==> src/rtl/instr_fetch_queue.sv <==
// instr_fetch_queue: fetch PC owner plus circular {pc, instr} queue feeding decode over valid/ready.
// Optional IFQ_ALIGN_CHECK_EN adds a sticky misaligned-redirect flag.
module instr_fetch_queue #(
  parameter int          DEPTH    = 4,
  parameter logic [31:0] RESET_PC = 32'h0000_0000
) (
  input  logic        clk,
  input  logic        rst,
  output logic [31:0] imem_addr,
  input  logic [31:0] imem_rdata,
  input  logic        redirect_valid,
  input  logic [31:0] redirect_pc,
  output logic        deq_valid,
  input  logic        deq_ready,
  output logic [31:0] deq_instr,
  output logic [31:0] deq_pc,
  output logic        misalign_err
);
  localparam int AW = $clog2(DEPTH);
  localparam logic [AW:0] FULL = (AW+1)'(DEPTH);
  logic [31:0] fetch_pc;
  logic [63:0] mem [DEPTH];
  logic [AW-1:0] rd_ptr, wr_ptr;
  logic [AW:0] count;
  logic [63:0] head;
  logic pop, push, has;
  assign imem_addr = fetch_pc;
  assign has = rst & (count != '0);
  assign head = mem[rd_ptr];
  assign deq_valid = has & ~redirect_valid;
  assign deq_pc = has ? head[63:32] : 32'd0;
  assign deq_instr = has ? head[31:0] : 32'd0;
  assign pop = deq_valid & deq_ready;
  assign push = rst & ~redirect_valid & ((count < FULL) | pop);
  always_ff @(posedge clk) begin
    if (!rst) begin
      fetch_pc <= RESET_PC;
      count <= '0;
      rd_ptr <= '0;
      wr_ptr <= '0;
    end else if (redirect_valid) begin
      fetch_pc <= redirect_pc & 32'hFFFF_FFFC;
      count <= '0;
      rd_ptr <= '0;
      wr_ptr <= '0;
    end else begin
      if (push) fetch_pc <= fetch_pc + 32'd4;
      if (push) wr_ptr <= wr_ptr + 1'b1;
      if (pop) rd_ptr <= rd_ptr + 1'b1;
      count <= count + (AW+1)'(push) - (AW+1)'(pop);
    end
  end
  // storage is deliberately left uncleared by reset
  always_ff @(posedge clk)
    if (push) mem[wr_ptr] <= {fetch_pc, imem_rdata};
`ifdef IFQ_ALIGN_CHECK_EN
  always_ff @(posedge clk) begin
    if (!rst) misalign_err <= 1'b0;
    else if (redirect_valid && redirect_pc[1:0] != 2'b00) misalign_err <= 1'b1;
  end
`else
  assign misalign_err = 1'b0;
`endif
endmodule

==> config.mk <==
export PLATFORM = sky130hd
export DESIGN_NAME = instr_fetch_queue
export DESIGN_NICKNAME = d
export VERILOG_FILES = /design/src/rtl/instr_fetch_queue.sv
export SDC_FILE = /design/constraint.sdc
export NUM_CORES = 1
export LEC_CHECK = 0
export BUFFER_PORTS_ARGS = -buffer_cell sky130_fd_sc_hd__buf_2
export CAP_MARGIN = 20
export CORE_ASPECT_RATIO = 0.6
export CORE_UTILIZATION = 52
export DETAILED_ROUTE_END_ITERATION = 7
export MAX_ROUTING_LAYER = met4
export PLACE_DENSITY = 0.83
export SYNTH_ARGS = -nofsm -noshare
export SYNTH_HDL_FRONTEND = slang
export SYNTH_SLANG_ARGS = --single-unit
==> constraint.sdc <==
create_clock -name clk -period 2.6 [get_ports clk]
set_input_delay 0.52 -clock clk [delete_from_list [all_inputs] [get_ports clk]]
set_output_delay 0.52 -clock clk [all_outputs]
set_load 0.005 [all_outputs]
==> results of run 1 <==
[worst register-to-register path, cell delays in order, from the launching register on]
cell and delay [ns]:
dfxtp_1 0.34, nor3_1 0.29, nor2_1 0.11, and2_1 0.21
ha_1 0.28, inv_1 0.04, ha_1 0.18, fa_1 0.38
xnor2_1 0.18, xnor2_1 0.14, nor2_1 0.05
[cells in the final DEF, fill, tap and decap left out, drive strengths merged, types with 2 or more instances in the layout]
cell type  netlist  final
clkinv           1      7
a211oi           2      2
mux4            62     62
xor2             6      6
inv              9     10
conb             1      5
o21ai           17     17
nand2b           4      4
nand2           24     24
nand3           15     15
nor4             8      8
buf             21    192
clkbuf          21     41
nor2b           65     65
o22ai            4      4
o311ai           3      3
dfxtp           39     39
nor2            15     15
and2             8      8
o211ai           2      2
a21oi           19     19
edfxtp         248    248
xnor2           22     22
nand4            9      9
nor3             8      8
bufinv           0      2
and4             7      7
and3             7      7
a31oi            7      7
ha               7      7
[registers in the layout (all words and copies together) (netlist names), named ones only]
register,cells
rd_ptr,2
wr_ptr,2
count,3
imem_addr,30
mem,248
[worst max path at each step]
stage,end,depth (start not counted),slack [ns]
finish,deq_instr[30],5,0.05
detailed placement,count[2],11,0.10
global route,deq_pc[4],5,-0.03
CTS,deq_pc[4],4,-0.07
floorplan,count[2],13,0.06
global placement,count[2],11,0.12
[per-stage QoR]
stage	hold slack, ns	cells
after floorplan	0.464	672
after global placement	0.486	1103
after detailed placement	0.493	1103
after CTS	0.171	1151
after global routing	0.179	1160
final	0.195	1160
[report_power, final]
part	total [uW]	internal [uW]	switching (uW)	leakage, uW
Clock	4010	2360	1650	0.000455
Sequential	5220	5120	95.2	0.00259
Combinational	459	215	244	0.00188
Total	9690	7700	1990	0.00493
[what timing repair did]
action / 4_1_cts / 5_1_grt
gates cloned: 0 / 4
buffers inserted: 0 / 4
endpoints found under the setup margin: 42 / 48
gates resized for setup: 2 / 2
[layer usage]
layer  track usage  up-vias  wire [um]
met1         0.331     3374      11600
met2         0.329      242      11300
met4        0.0453        0        441
met3        0.0462       39       1810
met5             -        -          0
li1              -     2970          -
[synthesized netlist by cell type (8+ instances only)]
master	number
mux4_2	62
clkbuf_1	21
nor2b_1	65
xnor2_1	22
o21ai_0	16
dfxtp_1	39
nand3_1	13
a21oi_1	19
buf_2	13
inv_1	8
edfxtp_1	248
and2_1	8
nand2_1	23
nor2_1	14
[cell families (layout without fill, tap and decap cells)]
logic type,after synthesis,in the layout,share of synthesized area
AND/OR/NAND/NOR,173,173,0.0959
flip-flops,287,287,0.704
adder cells (fa/ha/maj),8,8,0.00920
other,1,6,0.000321
AO/OA/AOI/OAI,57,57,0.0289
multiplexers,62,62,0.119
XOR/XNOR,28,28,0.0210
buffers and inverters,52,253,0.0215
[layout make-up]
cell class	count	area share
clock buffer	38	0.0571
sequential	287	0.582
clock inverter	10	0.00752
antenna	1	0.000177
tap	286	0.0253
timing repair buffer	195	0.0951
inverter	10	0.00283
multi-input combinational	333	0.230
==> run_results.csv, run 1 <==
group,metric,value,unit
yosys,ys_async_sr_fraction,0,
sta,tightest_slew,0.496,ns
setup_path,crit_path_cell_trace,"buf_12, clkbuf_16, mux4_2, nor2b_1, buf_2",
clock_network,root_buffer,"clkbuf_16",
setup_path,crit_type,"reg2out",
hold_path,whs_path_depth,1,
global_route,grt_overflow,0,
sta,post-route-period-util,0.981,
setup_path,slowest_delay,0.49,ns
yosys,yosysSeqAreaShare,0.704,
outcome,outcome,"completed",
placed_design,place.gp.congestion,0.866,
yosys,syn_area,11700,sq um
layout,area_delta_synth_final,21.0,%
setup_path,r2r_start,"count[1]",
sta,rsz0062_at_grt,"true",
routing,first_pass_iters,6,
placed_design,post-dp-hpwl,16.1,mm
placed_design,dp_slack,0.101,ns
layout,stdcell_area,14100,sq um
power_and_ir_drop,power.total,9690,uW
global_route,grt_pass1_wl,38.3,mm
floorplan,die-area,23100,sq um
yosys,synth_top_area_share,0.637,
floorplan,fp.dieW,196,um
layout,ff_latch_area,8240,sq um
routing,ant_nets,0,
sta,hold_viol_final,0,
setup_path,cp-start-kind,"flip-flop",
run,cap_violations,0,
floorplan,core.rowCount,42,
hold_path,hold-path-endpoint,"mem[0][14]",
clock_network,clk_latency,0.54,ns
sta,worst_slack,0.0482,ns
clock_network,path_clk_slew,0.07,ns
floorplan,core_area,22000,sq um
setup_path,r2r_cells,10,
hold_path,hp-start,"imem_rdata[14]",
global_route,grt_max_degree,52,
placed_design,port_buffers,158,
setup_path,cp_top_family,"multiplexers",
setup_path,worstPathMaxFanout,8,
sta,tns,0,ns
clock_network,cts_max_level,1,
layout,final_nets,929,
clock_network,clkSinkCount,287,
sta,slew_headroom,0.667,
yosys,ys_seq_elements,287,
yosys,ys_warn_count,0,
yosys,synth_cells,668,
floorplan,initial_utilization,0.531,
clock_network,cts_buffers,26,
placed_design,post_dp_cell_area,13100,sq um
layout,drive_gt1_frac,0.376,
sta,clock_skew,0.0101,ns
power_and_ir_drop,irDropWorstVdd,0.699,mV
routing,wl_per_cell,21.7,um
yosys,postSynthAreaPerCell,17.5,sq um
sta,max_freq,392,MHz
setup_path,r2r_slack,0.30,ns
routing,drc,0,
setup_path,crit_buf_inv,3,
clock_network,cts_buffer_depth,3,
layout,multi_input_area,3250,sq um
yosys,synthTopCellsByArea,"edfxtp_1 64%, mux4_2 12%, dfxtp_1 6.7%",
hold_path,holdCritPathClass,"in2reg",
yosys,synth_cell_types,51,
power_and_ir_drop,power.density,685,nW/um^2
layout,nFillCells,1525,
sta,setup_viol,0,
layout,final_core_util,0.642,
yosys,synth_ff_type,"edfxtp_1",
yosys,yosysTopAreaCell,"edfxtp_1",
routing,routed-via-count,6625,
routing,drtIter0Drc,613,
floorplan,die_y,118,um
setup_path,reg2reg_to,"count[2]",
routing,routed_wl,25.1,mm
global_route,antenna_found_initial,1,
routing,via_per_inst,5.71,
setup_path,cp_slowest_cell,"mux4_2",
floorplan,io_pins,166,
clock_network,cts_hold_buf,0,
clock_network,cts_tree,"built",
setup_path,crit_required,2.08,ns
setup_path,worstPathArrival,2.03,ns
global_route,grt_pass1_vias,6542,
setup_path,end_kind,"output port",
sta,drv_slew,0,
sta,period_minus_slack,2.55,ns
yosys,synth-edff-count,248,
global_route,grt_usage,0.225,
power_and_ir_drop,p_leak,0.00493,uW
Note: power is estimated with default switching activity, not from simulation.
==> run 2: changes to the inputs <==
Settings changed: CORE_UTILIZATION 52 to 53, CTS_BUF_LIST set to sky130_fd_sc_hd__clkbuf_2 sky130_fd_sc_hd__clkbuf_4 sky130_fd_sc_hd__clkbuf_8, PLACE_DENSITY 0.83 to 0.85.
==> run 2 against run 1 <==
Effect of this change: die area shrank 1.9%; critical path depth unchanged; non-clock buffer count is 11 higher; sequential cell count stayed put; routed wire length grew 5.9%; cell area fell by 0.29%; critical path type unchanged.
==> run_results.csv, run 2 (same netlist as run 1, synthesis figures left out) <==
group,metric,value,unit
outcome,outcome,"completed",
power_and_ir_drop,comb_power_share,0.051,
placed_design,dp_slack,0.103,ns
global_route,grt_max_degree,36,
global_route,grt_usage,0.241,
placed_design,dp.cells,1104,
routing,via_per_inst,5.70,
clock_network,cts_tree,"built",
hold_path,holdCritPathClass,"in2reg",
setup_path,reg2reg_to,"count[2]",
setup_path,r2r_start,"count[1]",
power_and_ir_drop,p_int,7150,uW
clock_network,cts_hold_buf,0,
global_route,antenna_found_initial,1,
sta,drv_slew,0,
clock_network,path_clk_slew,0.07,ns
floorplan,core_area,21300,sq um
floorplan,die-area,22700,sq um
layout,final_cell_mix,"248 x edfxtp_1, 158 x buf_2, 65 x nor2b_1",
sta,clock_skew,0.0299,ns
sta,setup_viol,0,
floorplan,core.rowCount,41,
placed_design,place.gp.congestion,0.869,
power_and_ir_drop,p_sw,2030,uW
power_and_ir_drop,irDropWorstVdd,0.411,mV
sta,slew_headroom,0.629,
layout,area_delta_synth_final,20.6,%
global_route,grt_overflow,0,
setup_path,crit_required,2.08,ns
global_route,grt_pass1_vias,6599,
hold_path,hold-path-endpoint,"mem[3][17]",
sta,tightest_slew,0.556,ns
sta,period_minus_slack,2.54,ns
floorplan,initial_utilization,0.548,
clock_network,root_buffer,"clkbuf_8",
placed_design,post-dp-hpwl,16.4,mm
layout,final_nets,956,
layout,final_common_cell,"edfxtp_1",
layout,regMostFlops,"mem",
setup_path,crit_type,"reg2out",
sta,hold_viol_final,0,
layout,largest_reg_flops,248,
floorplan,fp.dieW,194,um
run,cap_violations,0,
layout,nFillCells,1478,
routing,ant_nets,0,
floorplan,io_pins,166,
routing,first_pass_iters,5,
routing,routed_wl,26.6,mm
sta,max_freq,394,MHz
layout,drive_gt1_frac,0.395,
placed_design,port_buffers,158,
setup_path,r2r_cells,10,
clock_network,cts_buffer_depth,3,
power_and_ir_drop,p_clk_frac,0.381,
power_and_ir_drop,p_leak,0.00495,uW
clock_network,clkSinkCount,287,
setup_path,end_kind,"output port",
hold_path,whs_path_depth,1,
routing,wl_per_cell,22.3,um
clock_network,cts_max_level,2,
clock_network,cts_buffers,42,
sta,worst_slack,0.0599,ns
power_and_ir_drop,pwr-share-seq,0.569,
clock_network,clk_latency,0.55,ns
setup_path,cp-start-kind,"flip-flop",
power_and_ir_drop,power.density,651,nW/um^2
layout,layout.cells.non_filler,1193,
routing,routed-via-count,6795,
power_and_ir_drop,switching_share,0.221,
routing,drtIter0Drc,725,
hold_path,hp-start,"imem_rdata[17]",
setup_path,worstPathArrival,2.02,ns
sta,rsz0062_at_grt,"true",
setup_path,worstPathMaxFanout,11,
routing,drc,0,
floorplan,die_y,117,um
setup_path,r2r_slack,0.25,ns
sta,post-route-period-util,0.977,
global_route,grt_pass1_wl,39.0,mm
run 2: how the worst max path moves through the flow:
| stage | from | end | slack (ns) | cells past startpoint |
|---|---|---|---|---|
| 6_report | flip-flop | deq_instr[19] | 0.06 | 5 |
| 5_1_grt | flip-flop | deq_pc[30] | -0.03 | 5 |
| 4_1_cts | flip-flop | deq_pc[26] | -0.04 | 4 |
| 3_5_place_dp | redirect_valid | count[2] | 0.10 | 11 |
| 3_3_place_gp | redirect_valid | count[2] | 0.13 | 11 |
| 2_1_floorplan | redirect_valid | count[2] | 0.06 | 13 |
run 2: worst max-delay path: stages (launching register included):
cell and delay (ns):
dfxtp_4 0.37, buf_12 0.15, buf_16 0.17, mux4_2 0.52, nor2b_1 0.15, buf_2 0.14
run 2: stage by stage:
stage	cell area, sq um	hold slack [ns]	TNS, ns	util	total power (uW)
2_1_floorplan	11700	0.464	0	-	5520
3_3_place_gp	13100	0.481	0	0.612	5750
3_5_place_dp	13100	0.487	0	0.612	5780
4_1_cts	14000	0.166	-0.436	0.655	9260
5_1_grt	14100	0.170	-0.238	0.661	9510
6_report	14100	0.200	0	0.661	9180
run 2: repair_timing:
item                       CTS  global route
setup endpoints to repair   61            48
pin swaps                    0             0
gates cloned                 2             4
resized for setup            6             1
setup buffers                2             3
run 2: area by class of cell:
cell class,count,area [sq um],share of cell area
flip-flops and latches,287,8240,0.584
multi-input cells,333,3250,0.230
repair buffers,206,1420,0.100
clock buffers,52,666,0.0472
well taps,279,349,0.0248
clock inverters,24,143,0.0101
inverters,10,40.0,0.00284
diodes,2,5.00,0.000355
run 2: power by group through the flow:
stage	registers (uW)	logic [uW]	clock network (uW)
2_1_floorplan	5300	225	0
3_3_place_gp	5310	446	0
3_5_place_dp	5320	458	0
4_1_cts	5220	462	3570
5_1_grt	5230	504	3780
6_report	5220	464	3490
run 2: metal layers:
metal / part of all wire / GRT usage / up-vias
li1: - / - / 3045
met1: 0.45 / 0.346 / 3411
met2: 0.45 / 0.352 / 307
met3: 0.082 / 0.0553 / 32
met4: 0.013 / 0.0619 / 0
met5: 0 / - / -
